===== config.mk =====
export PLATFORM = sky130hd
export DESIGN_NAME = fetch_pc_select
export DESIGN_NICKNAME = d
export VERILOG_FILES = /design/src/rtl/fetch_pc_select.sv
export SDC_FILE = /design/constraint.sdc
export NUM_CORES = 1
export LEC_CHECK = 0
export BUFFER_PORTS_ARGS = -buffer_cell sky130_fd_sc_hd__buf_2
export CAP_MARGIN = 20
export CORE_AREA = 4 4 168 170
export CTS_CLUSTER_SIZE = 10
export DETAILED_ROUTE_END_ITERATION = 12
export DIE_AREA = 0 0 172 174
export MAX_ROUTING_LAYER = met4
export PLACE_DENSITY = 0.53
export SYNTH_ARGS = -nofsm -noshare
export SYNTH_HDL_FRONTEND = slang
export SYNTH_SLANG_ARGS = --single-unit

===== constraint.sdc =====
create_clock -name clk -period 1.77 [get_ports clk]
set_input_delay 0.2655 -clock clk [delete_from_list [all_inputs] [get_ports clk]]
set_output_delay 0.2655 -clock clk [all_outputs]
set_load 0.01 [all_outputs]

===== src/rtl/fetch_pc_select.sv =====
// F-stage PC selection and predicted-PC register for the pipelined Y86-64 core.
// Chooses the fetch address, predicts the next PC, and blocks fetch behind ret/halt.
module fetch_pc_select #(
  parameter logic [63:0] RESET_PC = 64'h0,
  parameter int unsigned CNT_W    = 32
) (
  input  logic             clk,
  input  logic             rst_n,
  input  logic             F_stall,
  input  logic [3:0]       f_icode,
  input  logic [63:0]      f_valC,
  input  logic [63:0]      f_valP,
  input  logic [3:0]       M_icode,
  input  logic             M_cnd,
  input  logic [63:0]      M_valA,
  input  logic [3:0]       W_icode,
  input  logic [63:0]      W_valM,
  output logic [63:0]      f_pc,
  output logic [63:0]      F_predPC,
  output logic             fetch_valid,
  output logic [1:0]       fstate,
  output logic [CNT_W-1:0] fetch_count
);

  localparam logic [3:0] IHalt = 4'h0;
  localparam logic [3:0] IJxx  = 4'h7;
  localparam logic [3:0] ICall = 4'h8;
  localparam logic [3:0] IRet  = 4'h9;
  localparam logic [3:0] IMax  = 4'hB;
  localparam logic [CNT_W-1:0] CntOne = CNT_W'(1);

  typedef enum logic [1:0] {
    StRun     = 2'd0,
    StRetWait = 2'd1,
    StHalt    = 2'd2
  } fstate_e;

  fstate_e          state_q, state_d;
  logic [63:0]      pred_q, pred_next;
  logic [CNT_W-1:0] cnt_q;
  logic             mispredict, retdone, correction, accept, valid;

  always_comb begin
    mispredict = (M_icode == IJxx) && !M_cnd;
    retdone    = (W_icode == IRet);

    if (mispredict)   f_pc = M_valA;
    else if (retdone) f_pc = W_valM;
    else              f_pc = pred_q;

    pred_next = ((f_icode == IJxx) || (f_icode == ICall)) ? f_valC : f_valP;

    // Corrections redirect fetch onto the architected path and cannot be stalled.
    correction = mispredict || ((state_q == StRetWait) && retdone);
    valid      = (state_q == StRun) || correction;
    accept     = correction || (valid && !F_stall);

    state_d = state_q;
    if (accept) begin
      if (f_icode == IRet)                          state_d = StRetWait;
      else if ((f_icode == IHalt) || (f_icode > IMax)) state_d = StHalt;
      else                                          state_d = StRun;
    end
  end

  always_ff @(posedge clk or negedge rst_n) begin
    if (!rst_n) begin
      state_q <= StRun;
      pred_q  <= RESET_PC;
      cnt_q   <= '0;
    end else begin
      state_q <= state_d;
      if (accept) begin
        pred_q <= pred_next;
        cnt_q  <= cnt_q + CntOne;
      end
    end
  end

  assign F_predPC    = pred_q;
  assign fetch_valid = valid;
  assign fstate      = state_q;
  assign fetch_count = cnt_q;

endmodule

# Word level (Yosys, flattened, before mapping)
# Cells that the tools add are included.
# word_totals
reg_bits	98
output_inout_bits	163
# classes
addsub	1
n_lt_le_gt_ge	1
eq_ne	6
muxes	5
n_reduce_logical	12
# op_table
op	n
64-bit 2-to-1 mux	3
32-bit by 1-bit adder with 32-bit output, second input constant	1
4-bit == test, second input constant	3
4-bit by 3-bit == test with 1-bit output, second input constant	2
1-bit logical OR	5
4-bit greater-than comparator, second input constant	1
4-bit zero test	1
2-bit 2-to-1 mux	2
1-bit logical AND	3
2-bit by 1-bit == test with 1-bit output, second input constant	1
1-bit zero test	2
2-bit zero test	1

# Longest topological paths before layout
# depth
word_depth	6
ltp_mapped	7
mapped_depth_nobuf	5

# Least setup slack after synthesis
# No wires, ideal clock.
# synth_path
path_type	input to output
start	input M_cnd
end	output f_pc[57]
t_arrival_ns	1.412
t_required_ns	1.505
setup_slack_ns	0.092
cell_stages	6
path_buffers	3
cell_sequence	and4bb_1 -> and2_1 -> buf_4 -> buf_2 -> buf_2 -> o21ai_0
# synth_between
elab_chain_len	3
# synth_rtl
item	line	text
start, declared	14	input logic M_cnd,
1-bit zero test	44	mispredict = (M_icode == IJxx) && !M_cnd;
1-bit logical AND	44	
64-bit 2-to-1 mux	47	if (mispredict) f_pc = M_valA;
end, declared	18	output logic [63:0] f_pc,
# No other way between the ends.

# Final worst setup path
# layout_path
start	input W_icode[1]
end	output f_pc[34]
# layout_between
elab_chain_len	3
# layout_rtl
item	line	text
start, declared	16	input logic [3:0] W_icode,
4-bit == test	45	retdone = (W_icode == IRet);
64-bit 2-to-1 mux	48	else if (retdone) f_pc = W_valM;
64-bit 2-to-1 mux	47	
# No other way between the ends.

==> out/results.md <==
- **outcome** finished with violations
- **violated checks** negative setup slack
- **total instance count after detailed placement** 1,434
- **clock tree from TritonCTS** built
- **fraction of post-synthesis cell area in the top cell type by area** 39.6%
- **cell with the most instances after synthesis** mux2i_1
- **endpoint kind of the worst setup timing path** output pin
- **slew at the pin closest to its max-slew limit** 0.372 ns
- **Post-synth top cells** 129 x mux2i_1, 98 x dfrtp_1, 72 x nor3_1
- **placer congestion estimate** 0.803
- **wire length of the first global-routing pass** 38,200 um
- **final clock period utilization by the worst path** 104%
- **unrepaired setup endpoints after global routing** true
- **maximum fanout along the worst path** 18
- **Synth async-reset ratio** 100%
- **worst path required time** 1.50 ns
- **input/output buffers** 434
- **average wire length per cell after detail routing** 17.6 um
- **CP cell instances** buf_2 -> nor4bb_4 -> buf_12 -> buf_12 -> mux2i_1 -> o21ai_0 -> buf_2
- **number of top-level design ports** 435
- **Synth area leaders** dfrtp_1 40%, mux2i_1 21%, nor3_1 5.8%
- **clock group share of total power** 18.9%
- **placement-stage worst setup slack** -0.247 ns
- **final core area utilization** 35.8%
- **worst stage delay on the critical path** 0.33 ns
- **via count of the first global-routing pass** 6,890
- **number of sinks on the clock net** 98
- **upper clock frequency limit** 0.544 GHz
- **non-filler cells in the finished layout** 1,458
- **total design power** 11.3 mW
- **total wire length after detailed routing** 25,700 um
- **area added between synthesis and finish** 54.4%
- **fin area** 9570 sq um
- **critical setup path kind** primary input to output pin
- **drt initial violations** 276
- **core area** 26,700 sq um
- **routed vias** 6,797
- **syn nets** 931
- **overall die height** 174 um
- **Worst Reg-to-Reg Cells** 5
- **number of slew-limit violations in the final report** 0
- **CTS clk-pin slew, worst paths** 0.08 ns
- **largest vdd supply drop** 0.000544 V
- **# fillers** 2,797
- **worst-case register-to-register setup slack** 0.14 ns
- **total power per unit cell area** 1180 nW/um^2
- **portion of total power attributed to sequential cells** 34.0%
- **H-tree levels** 3
- **combinational power share** 47.1%
- **WP buf/inv** 4
- **Setup violations, final** 48
- **root buffer cell** clkbuf_16
- **antenna violations before repair** 1
- **signal arrival time at the worst endpoint** 1.57 ns
- **syn_area_per_cell** 9.42 sq um
- **Distinct cells, synth** 33
- **CP max stage cell** nor4bb_4
- **fraction of the yosys area taken by sequential cells** 39.6%
- **cell leakage power** 4.25 nW
- **path length in cells of the critical path** 7
- **Final nets** 1,384
- **DPL Wire Length** 20,100 um
- **leftover overflow at the end of global routing** 0
- **hold depth** 3
- **post-route minimum period** 1.84 ns
- **prevailing post-synth register cell** dfrtp_1
- **Internal Pwr Total** 6.64 mW
- **Gate Count Post-Synth** 658
- **standard-cell row count** 60
- **Clock Path Buffers** 2
- **effective utilization at floorplan** 23.2%
- **class of the tightest hold or removal check** primary input to flip-flop
- **combined area of all synthesized cells** 6200 sq um
- **largest net degree at the start of global routing** 49
- **switching part of the total power** 41.2%
- **register bit count reported by yosys** 98
- **horizontal die dimension** 172 um
- **gate family responsible for the most delay along the worst path** buffers and inverters
- **area enclosed by the die boundary** 29,900 sq um
- **EDFF count, synth** 0
- **clock latency of the later-clocked register in the worst-skew pair** 0.35 ns
- **Max Cap Viol** 0
- **post-route antenna net violation count** 0
- **total count of hold-check failures in the final report** 0
- **Vias per Instance** 4.66
- **first-pass iteration count of the detailed router** 4
- **instance area at placement** 9150 sq um
- **Fin Clk Skew** 0.0131 ns
- **Max transition margin** 75.0%
- **share of post-route cells with drive strength above 1** 47.9%
- **crit start category** primary input
- **leading area contributor after synthesis** dfrtp_1
- **DRC violations left** 0
- **crit path setup slack, layout** -0.0667 ns
- **total routing resource utilization after global routing** 16.7%
- **clock buffers created by TritonCTS** 9
- **synth warn** 0
- **net switching power** 4.66 mW
[layout make-up]
| class | count | area (sq um) | share of cell area (%) |
|---|---|---|---|
| sequential | 98 | 2450 | 25.6 |
| clock inverter | 7 | 83.8 | 0.876 |
| clock buffer | 9 | 225 | 2.35 |
| timing repair buffer | 500 | 2930 | 30.6 |
| tap | 341 | 427 | 4.46 |
| multi-input combinational | 498 | 3430 | 35.9 |
| antenna | 1 | 2.50 | 0.0262 |
| inverter | 4 | 15.0 | 0.157 |
[cells in the final DEF (no fill, tap or decap), drive strengths merged, types with 4 or more instances in the layout]
| master | n |
|---|---|
| o2111ai | 17 |
| mux2i | 129 |
| dfrtp | 98 |
| buf | 498 |
| clkbuf | 9 |
| nor3 | 72 |
| and2 | 4 |
| inv | 7 |
| o211ai | 8 |
| o21ai | 67 |
| and3 | 4 |
| xor2 | 4 |
| nand3 | 6 |
| nand4 | 6 |
| nor2 | 4 |
| xnor2 | 27 |
| nand2 | 70 |
| a21oi | 65 |
[metrics by stage]
step	TNS [ns]	hold WS (ns)
after global routing	-7.04	0.201
after floorplan	0	-0.0301
final	-1.32	0.214
after detailed placement	-3.10	0.120
after CTS	-1.92	0.191
after global placement	-1.88	0.116
[power groups by stage]
stage          logic, mW  clock network [mW]  registers [mW]
4_1_cts             5.40                2.23            3.86
3_3_place_gp        5.31                   0            3.88
2_1_floorplan       2.36                   0            4.04
5_1_grt             5.91                2.31            3.98
3_5_place_dp        5.36                   0            3.89
6_report            5.32                2.13            3.84
[flip-flops by register name, summed over array words and instances, names as in the netlist]
register,count
fetch_count,32
F_predPC,64
fstate,2
[tightest hold or removal path, stage by stage]
cell	delay (ns)
buf_2	0.07
mux2i_1	0.05
a21oi_1	0.13
[worst paths after layout]
check	startpoint	endpoint
min in group asynchronous	rst_n	fetch_count[23]
max reg2reg	fetch_count[9]	fetch_count[27]
min	f_valP[32]	F_predPC[32]
max	W_icode[1]	f_pc[34]
min reg2reg	fetch_count[31]	fetch_count[31]
max in group asynchronous	rst_n	F_predPC[49]
[cells by family (layout without fill, tap and decap cells)]
kind of cell	Yosys count	after routing	synth area share, %
compound gates	163	163	15.4
xor+xnor	31	31	4.38
flops	98	98	39.6
fa+ha+maj	1	1	0.202
mux	131	131	21.2
other cells	0	1	0
buf+inv	62	520	6.08
simple gates	172	172	13.2
[per-layer routing]
| layer | track usage (%) | vias up | wire, um |
|---|---|---|---|
| li1 | - | 3298 | - |
| met1 | 19.5 | 3171 | 10400 |
| met2 | 29.5 | 301 | 13100 |
| met3 | 2.64 | 27 | 1660 |
| met4 | 4.72 | 0 | 563 |
| met5 | - | - | 0 |
[timing repair]
item | in CTS | in global routing
setup endpoints to repair | 57 | 67
resized for setup | 4 | 6
hold endpoints to repair | 11 | 0
setup buffers | 6 | 0
cloned | 1 | 0
pin swaps | 1 | 0
hold buffers | 1 | 0
(Power assumes the default switching activity.)
